$ cat src/rtl/serializer_pkg.sv
// Shared types and sizing helpers for the serializer_d6 slice.
package serializer_pkg;

  typedef enum logic {
    IDLE  = 1'b0,
    SHIFT = 1'b1
  } ser_state_t;

  function automatic int cnt_w(input int width);
    return $clog2(width);
  endfunction

endpackage

$ cat src/rtl/ser_hold_buf.sv
// One-entry word holding register; a write in the same cycle as a read keeps it full.
module ser_hold_buf #(
  parameter int WIDTH = 4
) (
  input  logic             clk,
  input  logic             rst,
  input  logic             write,
  input  logic             read,
  input  logic [WIDTH-1:0] data,
  output logic [WIDTH-1:0] q,
  output logic             full
);

  logic [WIDTH-1:0] data_r;
  logic             full_r;

  // Capture on write; a read alone empties the entry.
  always_ff @(posedge clk or posedge rst) begin
    if (rst) begin
      data_r <= {WIDTH{1'b0}};
      full_r <= 1'b0;
    end else if (write) begin
      data_r <= data;
      full_r <= 1'b1;
    end else if (read) begin
      data_r <= data_r;
      full_r <= 1'b0;
    end else begin
      data_r <= data_r;
      full_r <= full_r;
    end
  end

  assign q    = data_r;
  assign full = full_r;

endmodule

$ cat src/rtl/serializer_d6_chk.sv
// Invariant checker for the serializer control state; has no functional outputs.
import serializer_pkg::*;

module serializer_d6_chk (
  input logic       clk,
  input logic       rst,
  input ser_state_t state,
  input logic       last,
  input logic       hold_full,
  input logic       in_ready,
  input logic       o_valid
);

  a_hold_never_idle: assert property (@(posedge clk) disable iff (rst)
    hold_full |-> (state == SHIFT));

  a_no_ready_when_blocked: assert property (@(posedge clk) disable iff (rst)
    (hold_full && !last) |-> !in_ready);

  a_valid_tracks_state: assert property (@(posedge clk) disable iff (rst)
    o_valid == (state == SHIFT));

endmodule

$ cat src/rtl/serializer_d6.sv
// Parallel-in/serial-out stage: ready/valid word input, one-word hold buffer, gapless bit stream out.
import serializer_pkg::*;

module serializer_d6 #(
  parameter int WIDTH     = 4,
  parameter bit MSB_FIRST = 1'b1
) (
  input  logic             clk,
  input  logic             rst,
  input  logic [WIDTH-1:0] in_data,
  input  logic             in_valid,
  output logic             in_ready,
  output logic             o,
  output logic             o_valid,
  output logic             o_last
);

  localparam int            CW       = cnt_w(WIDTH);
  localparam logic [CW-1:0] CNT_LAST = CW'(WIDTH - 1);

  ser_state_t       state_r, state_nxt_s;
  logic [CW-1:0]    cnt_r, cnt_nxt_s;
  logic [WIDTH-1:0] sr_r, sr_nxt_s, sr_shift_s;
  logic [WIDTH-1:0] hold_q_s;
  logic             hold_full_s;
  logic             hold_wr_s, hold_rd_s;
  logic             last_s, load_now_s, accept_s;

  assign last_s     = (state_r == SHIFT) && (cnt_r == CNT_LAST);
  assign load_now_s = (state_r == IDLE) || last_s;
  // The last-bit cycle frees the hold entry, so a new word can be taken even when it is full.
  assign in_ready   = !rst && (!hold_full_s || last_s);
  assign accept_s   = in_valid && in_ready;

  // Shift one position toward the transmit end.
  always_comb begin
    sr_shift_s = sr_r;
    if (MSB_FIRST) begin
      sr_shift_s = {sr_r[WIDTH-2:0], 1'b0};
    end else begin
      sr_shift_s = {1'b0, sr_r[WIDTH-1:1]};
    end
  end

  // Next-state, counter, shift register and hold-buffer control.
  always_comb begin
    state_nxt_s = state_r;
    cnt_nxt_s   = cnt_r;
    sr_nxt_s    = sr_r;
    hold_wr_s   = 1'b0;
    hold_rd_s   = 1'b0;
    if (load_now_s) begin
      if (hold_full_s) begin
        sr_nxt_s    = hold_q_s;
        hold_rd_s   = 1'b1;
        hold_wr_s   = accept_s;
        cnt_nxt_s   = {CW{1'b0}};
        state_nxt_s = SHIFT;
      end else if (accept_s) begin
        sr_nxt_s    = in_data;
        cnt_nxt_s   = {CW{1'b0}};
        state_nxt_s = SHIFT;
      end else begin
        state_nxt_s = IDLE;
      end
    end else begin
      case (state_r)
        SHIFT: begin
          sr_nxt_s  = sr_shift_s;
          cnt_nxt_s = cnt_r + CW'(1);
          hold_wr_s = accept_s;
        end
        default: begin
          state_nxt_s = IDLE;
        end
      endcase
    end
  end

  // State registers.
  always_ff @(posedge clk or posedge rst) begin
    if (rst) begin
      state_r <= IDLE;
      cnt_r   <= {CW{1'b0}};
      sr_r    <= {WIDTH{1'b0}};
    end else begin
      state_r <= state_nxt_s;
      cnt_r   <= cnt_nxt_s;
      sr_r    <= sr_nxt_s;
    end
  end

  ser_hold_buf #(
    .WIDTH(WIDTH)
  ) u_hold (
    .clk  (clk),
    .rst  (rst),
    .write(hold_wr_s),
    .read (hold_rd_s),
    .data (in_data),
    .q    (hold_q_s),
    .full (hold_full_s)
  );

  assign o       = (state_r == SHIFT) ? (MSB_FIRST ? sr_r[WIDTH-1] : sr_r[0]) : 1'b0;
  assign o_valid = (state_r == SHIFT);
  assign o_last  = last_s;

  serializer_d6_chk u_chk (
    .clk      (clk),
    .rst      (rst),
    .state    (state_r),
    .last     (last_s),
    .hold_full(hold_full_s),
    .in_ready (in_ready),
    .o_valid  (o_valid)
  );

endmodule

$ cat config.mk
export PLATFORM = sky130hd
export DESIGN_NAME = serializer_d6
export DESIGN_NICKNAME = d
export VERILOG_FILES = /design/src/rtl/serializer_pkg.sv /design/src/rtl/ser_hold_buf.sv /design/src/rtl/serializer_d6_chk.sv /design/src/rtl/serializer_d6.sv
export SDC_FILE = /design/constraint.sdc
export NUM_CORES = 1
export LEC_CHECK = 0
export ABC_AREA = 1
export CAP_MARGIN = 20
export CORE_ASPECT_RATIO = 0.8
export CORE_MARGIN = 1.5
export CORE_UTILIZATION = 25
export DETAILED_ROUTE_END_ITERATION = 8
export PLACE_DENSITY = 0.54
export SLEW_MARGIN = 10
export SYNTH_ARGS = -nofsm -noshare
export SYNTH_HDL_FRONTEND = slang
export SYNTH_SLANG_ARGS = --single-unit
$ cat constraint.sdc
create_clock -name clk -period 1.2 [get_ports clk]
set_clock_uncertainty 0.05 [all_clocks]
set_input_delay 0.12 -clock clk [delete_from_list [all_inputs] [get_ports clk]]
set_output_delay 0.12 -clock clk [all_outputs]
set_load 0.02 [all_outputs]
==> results.yml <==
logic_synthesis:
  postSynthNetCount: 84
  ys_ff_latch: 12
  synth_top_cell_by_area: "dfrtp_1"
  synth_area_leaders: "dfrtp_1 (48%), nand2_1 (18%), nand3_1 (9.5%)"
  synth-warning-count: 0
  synth_area_per_cell_sq_um: 8.28
  synth_edf_count: 0
  yosysTopAreaCellShare_pct: 47.7
  netlist_instances: 76
  synth.distinct_cells: 15
  synth_seq_area_share_pct: 47.7
  synth_ff_type: "dfrtp_1"
  async_reset_ff_share_pct: 100
  synth_area_sq_um: 629
clocking:
  cts.htree.levels: 1
  cts_buffers: 3
  cts_sinks: 12
  cts_tree: "yes"
  clkTransAtPathRegs_ns: 0.08
  root_buffer: "clkbuf_4"
  insertion_delay_ns: 0.27
  cts_buffer_depth: 2
finish:
  fin_nets: 114
  syn_to_final_growth_pct: 55.9
  drive_above_1_share_pct: 38.1
  design_area_sq_um: 981
  fillers: 257
  diodes: 0
power:
  swShare_pct: 40.5
  internal-power_mw: 1.54
  power_density_nw_per_um2: 2640
  p_leak_nw: 0.491
  p_clk_share_pct: 12.2
  p_switching_mw: 1.05
  p_comb_share_pct: 60.7
  ir_drop_mv: 0.493
  seqPwrFrac_pct: 27.0
placed_design:
  port_buffers: 10
  place_ws_ns: -0.354
  hpwlAfterDp_mm: 1.11
  gp_congestion: 0.723
  place_area_sq_um: 897
outcome:
  violations: "negative setup slack"
  status: "finished, violations left"
min_path:
  min-delay-start: "in_data[3]"
  min_to: "u_hold.q[3]"
  hold_class: "primary input to register"
  min_path_cells: 3
job:
  drv_cap: 0
critical_path:
  cpMaxStageDelayCell: "dfrtp_1"
  reg2reg_to: "u_hold.q[0]"
  crit_buf_inv: 1
  rr_worst_depth: 7
  crit_fanout: 3
  timing.rr.start: "cnt_r[1]"
  slowest_delay_ns: 0.39
  required_ns: 1.03
  reg2reg_slack_ns: -0.06
  critPathArrivalTime_ns: 1.14
  critPathKind: "register to output pin"
  path_cells: "ha_4 -> nand2_4 -> a21oi_4 -> buf_6"
  cp-end-kind: "output pin"
  cp_top_family: "flip-flops"
  startpoint_type: "register"
sta:
  fin_crit_ns: 1.31
  fin_hold_ws_ns: 0.397
  finalSetupViolations: 10
  rsz0062_at_grt: "true"
  tightest_slew_ns: 0.172
  drv_slew: 0
  slew_headroom_pct: 88.5
  finalCritPeriodShare_pct: 109
  fmax_mhz: 766
  hold_viol: 0
  setup_ws_ns: -0.106
drt:
  num_vias: 595
  routedWlPerCell_um: 9.81
  vias_per_cell: 4.22
  firstDrtPassIters: 4
  drt-total-wl_mm: 1.38
  drtAntennaViolNets: 0
  route.detailed.drc: 0
  drt_iter0_markers: 22
global_routing:
  antenna_found_initial: 0
  grt_pass1_wl_mm: 2.52
  grtUsageMet2_pct: 19.3
  grt_start_max_net_pins: 13
  gr-usage-met3_pct: 3.24
  grt_pass1_vias: 588
  grt-ovfl-total: 0
  grt_busiest_layer: "met2"
  met1_usage_pct: 16.0
  track_usage_pct: 12.2
floorplanning:
  boundaryPins: 11
  dieArea_sq_um: 2830
  core_area_sq_um: 2420
  chipHeight_um: 47.9
  die_w_um: 59.1
  rows: 16
  start_util_pct: 26.0
[cell families after synthesis]
family | share of synthesized area [%]
buf+inv | 5.96
fa+ha+maj | 1.99
simple gates | 38.2
compound gates | 6.16
flops | 47.7
[worst max-delay path by stage]
stage / endpoint / slack, ns / start / depth (start not counted)
2_1_floorplan: u_hold.q[0] / 0.002 / cnt_r[0] / 5
3_3_place_gp: in_ready / -0.33 / cnt_r[1] / 4
3_5_place_dp: in_ready / -0.35 / cnt_r[1] / 4
4_1_cts: in_ready / -0.15 / cnt_r[0] / 4
5_1_grt: in_ready / -0.18 / cnt_r[1] / 4
6_report: in_ready / -0.11 / cnt_r[1] / 4
[per-stage QoR]
step | total power [mW] | setup TNS, ns | utilization, % | std cells
after floorplan | 1.50 | 0 | - | 76
after global placement | 2.09 | -2.05 | 37.0 | 135
after detailed placement | 2.12 | -2.27 | 37.0 | 135
after CTS | 2.61 | -0.511 | 40.4 | 141
after global routing | 2.82 | -1.54 | 40.5 | 141
final | 2.59 | -0.490 | 40.5 | 141
[tightest hold or removal path, delay by kind of cell]
family,cells,cell delay [ns]
AND/OR/NAND/NOR,2,0.14
buffers and inverters,1,0.42
[cell type report]
type                    count  area (sq um)  area share [%]
repair buffers             26           235            24.0
well taps                  36          45.0            4.59
inverters                   8          32.5            3.32
multi-input cells          55           332            33.8
flip-flops and latches     12           300            30.6
clock buffers               4          36.3            3.70
[cell usage in the layout, fill, tap and decap left out]
cell             instances
nand4_1                  4
nand2_1                 26
inv_2                    4
nand4_4                  1
nand3_1                 12
buf_2                    1
nand2_4                  3
buf_4                   14
o21ai_0                  1
clkbuf_4                 3
clkdlybuf4s50_1          6
buf_12                   1
a21oi_4                  1
o21ai_4                  1
dfrtp_1                 12
ha_4                     1
nand2_2                  3
nor2_1                   1
a21oi_2                  1
inv_4                    1
buf_6                    4
clkbuf_8                 1
inv_1                    3
[state kept, by name (all words and copies together), names as in the netlist]
signal       cells
cnt_r            2
o_valid          1
sr_r             4
u_hold.full      1
u_hold.q         4
[metal layers]
metal / vias up / wire, um
met5: - / 0
met1: 276 / 696
met3: 2 / 52
met2: 9 / 613
li1: 308 / -
met4: 0 / 20
[timing repair]
action | in CTS | in global routing
endpoints found under the hold margin | 0 | 0
setup buffers | 3 | 0
pin swaps | 4 | 2
hold buffers | 0 | 0
setup endpoints to repair | 14 | 14
resized for setup | 29 | 3
[synthesized netlist by cell type, types with 2 or more instances]
| cell type | count |
|---|---|
| nand2_1 | 30 |
| dfrtp_1 | 12 |
| nand3_1 | 12 |
| inv_1 | 5 |
| nand4_1 | 4 |
| inv_2 | 3 |
| a21oi_2 | 2 |
[power groups by stage]
stage	clock network, mW	logic, mW	registers, mW
after floorplan	0	0.772	0.723
after detailed placement	0	1.43	0.690
after CTS	0.337	1.58	0.697
after global placement	0	1.41	0.684
final	0.316	1.57	0.699
after global routing	0.351	1.74	0.726
No activity file was read; power rests on OpenSTA's default activity.
